`config.mk`:
```
export PLATFORM = sky130hd
export DESIGN_NAME = bcd_seg_driver
export DESIGN_NICKNAME = d
export VERILOG_FILES = /design/src/rtl/bcd_seg_driver.sv
export SDC_FILE = /design/constraint.sdc
export NUM_CORES = 1
export LEC_CHECK = 0
export ABC_AREA = 0
export CAP_MARGIN = 40
export CORE_UTILIZATION = 50
export DETAILED_ROUTE_END_ITERATION = 8
export GPL_ROUTABILITY_DRIVEN = 0
export PLACE_DENSITY_LB_ADDON = 0.15
export SLEW_MARGIN = 20
export SYNTH_ARGS = -nofsm -noshare
export SYNTH_HDL_FRONTEND = slang
export SYNTH_SLANG_ARGS = --single-unit
export TNS_END_PERCENT = 1
```
`constraint.sdc`:
```
create_clock -name clk -period 2.4 [get_ports clk]
set_input_delay 0.36 -clock clk [delete_from_list [all_inputs] [get_ports clk]]
set_output_delay 0.36 -clock clk [all_outputs]
set_load 0.03 [all_outputs]
```
`src/rtl/bcd_seg_driver.sv`:
```
// Six-digit BCD to seven-segment driver with leading-zero blanking
// and a blinking overflow message.
module bcd_seg_driver #(
  parameter int BLINK_DIV = 25000000
) (
  input  logic       clk,
  input  logic       Rbutton,
  input  logic       load,
  input  logic       lz_blank,
  input  logic [3:0] D0,
  input  logic [3:0] D1,
  input  logic [3:0] D2,
  input  logic [3:0] D3,
  input  logic [3:0] D4,
  input  logic [3:0] D5,
  output logic [6:0] HEX0,
  output logic [6:0] HEX1,
  output logic [6:0] HEX2,
  output logic [6:0] HEX3,
  output logic [6:0] HEX4,
  output logic [6:0] HEX5,
  output logic       err
);

  localparam int CW = $clog2(BLINK_DIV);
  localparam logic [CW-1:0] BC_MAX = CW'(BLINK_DIV - 1);
  localparam logic [6:0] BLANK = 7'h7F;

  logic [3:0]    d     [6];
  logic [3:0]    l_q   [6];
  logic [6:0]    hex_q [6];
  logic [6:0]    hex_d [6];
  logic [CW-1:0] bc_q, bc_d;
  logic          ph_q, ph_d;
  logic          err_q, err_d;
  logic          lead;

  function automatic logic [6:0] seg(input logic [3:0] v);
    logic [6:0] s;
    case (v)
      4'd0:    s = 7'h40;
      4'd1:    s = 7'h79;
      4'd2:    s = 7'h24;
      4'd3:    s = 7'h30;
      4'd4:    s = 7'h19;
      4'd5:    s = 7'h12;
      4'd6:    s = 7'h02;
      4'd7:    s = 7'h78;
      4'd8:    s = 7'h00;
      4'd9:    s = 7'h10;
      4'd10:   s = 7'h06;
      4'd11:   s = 7'h2F;
      4'd12:   s = 7'h23;
      4'd13:   s = 7'h3F;
      default: s = BLANK;
    endcase
    return s;
  endfunction

  assign d[0] = D0;
  assign d[1] = D1;
  assign d[2] = D2;
  assign d[3] = D3;
  assign d[4] = D4;
  assign d[5] = D5;

  always_comb begin
    err_d = (l_q[5] == 4'd10);
    bc_d  = '0;
    ph_d  = 1'b1;
    // Entering error mode falls through to the restart values above
    if (err_d && err_q) begin
      if (bc_q == BC_MAX) begin
        ph_d = ~ph_q;
      end else begin
        bc_d = bc_q + CW'(1);
        ph_d = ph_q;
      end
    end
    lead = 1'b1;
    for (int k = 5; k >= 0; k--) begin
      lead     = lead && (l_q[k] == 4'd0);
      hex_d[k] = seg(l_q[k]);
      if (lz_blank && !err_d && k != 0 && lead)
        hex_d[k] = BLANK;
      if (err_d && !ph_d)
        hex_d[k] = BLANK;
    end
  end

  always_ff @(posedge clk or negedge Rbutton) begin
    if (!Rbutton) begin
      for (int k = 0; k < 6; k++) begin
        l_q[k]   <= '0;
        hex_q[k] <= BLANK;
      end
      bc_q  <= '0;
      ph_q  <= 1'b1;
      err_q <= 1'b0;
    end else begin
      for (int k = 0; k < 6; k++) begin
        if (load)
          l_q[k] <= d[k];
        hex_q[k] <= hex_d[k];
      end
      bc_q  <= bc_d;
      ph_q  <= ph_d;
      err_q <= err_d;
    end
  end

  assign HEX0 = hex_q[0];
  assign HEX1 = hex_q[1];
  assign HEX2 = hex_q[2];
  assign HEX3 = hex_q[3];
  assign HEX4 = hex_q[4];
  assign HEX5 = hex_q[5];
  assign err  = err_q;

endmodule

```
After elaboration in Yosys (flattened, before gate mapping)
Memories as Yosys holds them, arrays and structs flattened. Cells that the tools add are included.

Bits in registers: 93. Memory bits (read-only): 672. Bits of input ports: 28. Output and inout port bits: 43. Word-level logic and storage cells: 59. Memories: 6.

Memory list: (name not given) (words 16, width 7, read ports 1, clocked after Yosys merged registers in 0, wr ports 0, RTL line 40) `case (v)`; (name not given) (words 16, width 7, read ports 1, clocked after Yosys merged registers in 0, wr ports 0, RTL line 40); (name not given) (words 16, width 7, read ports 1, clocked after Yosys merged registers in 0, wr ports 0, RTL line 40); (name not given) (words 16, width 7, read ports 1, clocked after Yosys merged registers in 0, wr ports 0, RTL line 40); (name not given) (words 16, width 7, read ports 1, clocked after Yosys merged registers in 0, wr ports 0, RTL line 40); (name not given) (words 16, width 7, read ports 1, clocked after Yosys merged registers in 0, wr ports 0, RTL line 40).

Add/subtract/negate cells: 1. Equal/unequal tests: 2. Mux-type cells: 15. Bitwise operators: 1. Reduce and logical (&&, ||, !) cells: 19.

Operators with widths (count): $mux W7 (11); $mux W25 (2); $add A25 B1 Y25 const B (1); $eq A25 B25 Y1 const B (1); $logic_not A4 Y1 (5); $logic_and A1 B1 Y1 (12); $eq A4 B4 Y1 const B (1); $logic_not A1 Y1 (2); $mux W1 (2); $not A1 Y1 (1).

Logic depth before layout (Yosys ltp)
Depth in word-level cells: 8. Gate-level depth with buffers: 9. Gate-level depth less buffers: 7.

Least setup slack after synthesis
No wires, ideal clock.

Path kind: flip-flop to flip-flop. Start: register bc_q[8]. End: register hex_q, in the netlist HEX4[0]. Setup time: 0.098 ns. Arrival: 2.126 ns. Data required time: 2.302 ns. Slack: 0.175 ns. Stages on the path, launching flop included: 7. Path buffers: 1. Clock period less this slack: 2.225 ns. Cell sequence: dfrtp_1 -> or4b_1 -> or4_1 -> or3_1 -> nand3_2 -> buf_6 -> o211ai_1.

RTL lines: start, declared (RTL line 33) `logic [CW-1:0] bc_q, bc_d;`; start signal, assigned (RTL line 97) `bc_q <= '0;`; start signal, assigned (RTL line 106) `bc_q <= bc_d;`; end signal, assigned by index (RTL line 104) `hex_q[k] <= hex_d[k];`; end, declared (RTL line 31) `logic [6:0] hex_q [6];`.

==> flow_metrics.tcl <==
set metrics [dict create \
    result_of_the_run "finished clean" \
    post_synth_inst_count 493 \
    antenna_cells 0 \
    fmax_mhz 428 \
    leakage_dissipation_nw 2.58 \
    chipHeight_um 99.6 \
    finalSetupViolCount 0 \
    holdCritPathClass "in2async" \
    internal_power_summed_over_all_cells_mw 2.75 \
    routed_via_density 5.33 \
    grt_pass1_vias 3547 \
    gr-usage-all-layers 0.209 \
    timing.critical_path.from_type "flop" \
    final_core_utilization 0.642 \
    grt_pass1_wl_mm 16.3 \
    final_layout_size_suffix_gt1_frac 0.152 \
    fillerInstances 751 \
    tritoncts_num_sinks 93 \
    net_load_switching_power_mw 1.21 \
    multi_input_comb_area_um2 2160 \
    start_util 0.516 \
    die_area_um2 9920 \
    cts_buffers 9 \
    area_leader_netlist "sky130_fd_sc_hd__dfrtp_1" \
    worst_slew_pin_slew_ns 0.628 \
    max_slew_margin 0.580 \
    rsz0062_at_grt "no" \
    yosys_warnings 0 \
    synth.top_cells.by_area "sky130_fd_sc_hd__dfrtp_1 (26%), sky130_fd_sc_hd__dfstp_2 (24%), sky130_fd_sc_hd__ha_1 (8.1%)" \
    tritoncts "built" \
    totalNegativeSetupSlack_ns 0 \
    number_of_nets_in_the_synthesized_netlist 552 \
    synth_seq_area_share 0.500 \
    fp-row-count 35 \
    post-synth-top-count-cell "sky130_fd_sc_hd__nand2_1" \
    path_max_fanout 10 \
    cts_setup_buffers 0 \
    initial_antenna_violation_count 0 \
    core-area_um2 9240 \
    cp-end-kind "flop" \
    combinationalPowerShare 0.253 \
    sequential_cell_area_um2 2380 \
    setup.worst_path.class "reg2reg" \
    final_period_minus_worst_setup_slack_ns 2.34 \
    synth_async_sr_flop_share 1.00 \
    count_of_non_filler_cells_in_the_finished_layout 703 \
    synth_edf_count 0 \
    number_of_drc_markers_in_iteration_0 130 \
    postLayoutSetupSlackWorst_ns 0.0622 \
    drv.max_cap_violation_count 0 \
    timing.critical_path.required_ns 2.67 \
    clock_skew_ns 0.00782 \
    yosysTopAreaCellShare 0.263 \
    buffer_ports.inserted 70 \
    worst_ir_drop_vdd_mv 0.314 \
    clk_latency_ns 0.35 \
    hpwlAfterDp_mm 6.84 \
    final_max_slew_viol_count 0 \
    hold_viol_final 0 \
    ctsRootBufferMaster "sky130_fd_sc_hd__clkbuf_8" \
    cts_htree_levels 3 \
    yosys.cell_types.count 44 \
    routed-via-count 3746 \
    final_min_period_over_clock_period 0.974 \
    arrival_ns 2.61 \
    ys_ff_latch 93 \
    power.switching_fraction 0.305 \
    ys_top_cells_by_count "sky130_fd_sc_hd__nand2_1 (55), sky130_fd_sc_hd__dfrtp_1 (50), sky130_fd_sc_hd__nor2_1 (46)" \
    drt_pass1_iterations 5 \
    synthesized_area_per_cell_um2 9.66 \
    detail-route-antenna-nets 0 \
    gr-total-overflow 0 \
    holdWs_ns 0.475 \
    pre_cts_slack_ns 0.0369 \
    power_density_nw_per_um2 667 \
    p_seq_frac 0.485 \
    fin_nets 628 \
    synth_top_flop_cell "sky130_fd_sc_hd__dfrtp_1" \
    grt_start_max_net_pins 64 \
    synthesis_to_layout_area_growth_pct 24.6 \
    drt_drc_violations_left 0 \
    floorplan.die.width_um 99.6 \
    boundaryPins 71 \
    clock_power_share 0.263 \
    worst_setup_hold_path_clk_slew_ns 0.09 \
    clockBufferDepth 2 \
    placed_cells 683 \
    netlist_area_um2 4760 \
    avgRoutedWirePerCell_um 14.7 \
    route.final.wire_length_mm 10.3 \
]
routing by layer:
layer,wire length (µm),vias up,part of all wire,GRT usage
li1,-,1830,-,-
met1,4630,1803,0.45,0.272
met2,5030,105,0.49,0.354
met3,513,8,0.050,0.0394
met4,140,0,0.014,0.0622
met5,0,-,0,0
power by group through the flow:
stage | sequential (mW) | clock (mW) | combinational (mW)
after floorplan | 2.17 | 0 | 0.366
after global placement | 1.94 | 0 | 0.980
after detailed placement | 1.94 | 0 | 0.997
after CTS | 1.92 | 1.07 | 1.00
after global routing | 1.94 | 1.13 | 1.08
final | 1.92 | 1.04 | 1.00
final cells by class:
cell class,instances,share of cell area
sequential,93,0.401
multi-input combinational,345,0.364
clock buffer,13,0.0251
tap,129,0.0272
clock inverter,3,0.00759
timing repair buffer,90,0.156
inverter,30,0.0190
worst max-delay path, stage by stage (launching register included):
cell	delay, ns
sky130_fd_sc_hd__dfrtp_1	0.39
sky130_fd_sc_hd__or4b_1	0.53
sky130_fd_sc_hd__or4_4	0.56
sky130_fd_sc_hd__or3_4	0.35
sky130_fd_sc_hd__nand3_4	0.14
sky130_fd_sc_hd__buf_6	0.20
sky130_fd_sc_hd__nand3_1	0.09
timing repair:
item,in CTS,in global routing
hold endpoints to repair,15,0
resized for setup,0,4
hold buffers,1,0
setup endpoints to repair,0,39
through the flow:
stage	power [mW]	area (µm²)
floorplan	2.53	4760
global route	4.15	5940
global placement	2.92	5650
detailed placement	2.94	5650
finish	3.96	5940
CTS	3.99	5860
registers in the layout (all words and copies together) (netlist names), 7 cells and up:
register	cells
HEX5	7
HEX0	7
HEX1	7
l_q	24
bc_q	25
HEX4	7
HEX2	7
HEX3	7
final timing paths:
kind / start / endpoint / slack, ns / cells past startpoint
setup / recovery: bc_q[23] / HEX5[3] / 0.06 / 6
hold / removal: Rbutton / l_q[6] / 0.47 / 2
setup reg to reg: bc_q[23] / HEX5[3] / 0.06 / 6
hold reg to reg: bc_q[0] / bc_q[0] / 0.51 / 1
max in group asynchronous: Rbutton / HEX1[2] / 1.22 / 3
min in group clk: bc_q[0] / bc_q[0] / 0.51 / 1
cells in the final DEF (no fill, tap or decap), types with 4 or more instances in the layout:
master,count
sky130_fd_sc_hd__a21oi_1,22
sky130_fd_sc_hd__and3_1,5
sky130_fd_sc_hd__buf_4,14
sky130_fd_sc_hd__clkbuf_8,10
sky130_fd_sc_hd__clkdlybuf4s50_1,69
sky130_fd_sc_hd__dfrtp_1,50
sky130_fd_sc_hd__dfstp_2,43
sky130_fd_sc_hd__ha_1,31
sky130_fd_sc_hd__inv_1,30
sky130_fd_sc_hd__mux2_2,5
sky130_fd_sc_hd__mux2i_1,6
sky130_fd_sc_hd__nand2_1,55
sky130_fd_sc_hd__nand2b_1,8
sky130_fd_sc_hd__nand3_1,36
sky130_fd_sc_hd__nand4_1,14
sky130_fd_sc_hd__nor2_1,46
sky130_fd_sc_hd__nor3_1,4
sky130_fd_sc_hd__nor3b_1,6
sky130_fd_sc_hd__o211ai_1,6
sky130_fd_sc_hd__o21ai_0,41
sky130_fd_sc_hd__o221ai_1,5
sky130_fd_sc_hd__xnor2_1,4
sky130_fd_sc_hd__xor2_1,19
cell families after synthesis:
group,synth area share
AOI/OAI and AO/OA,0.111
muxes,0.0244
xor gates and xnor gates,0.0423
buffers and inverters,0.0502
DFF,0.500
and+or+nand+nor,0.191
adders and majority gates,0.0814
Power figures use the tool's default switching activity.
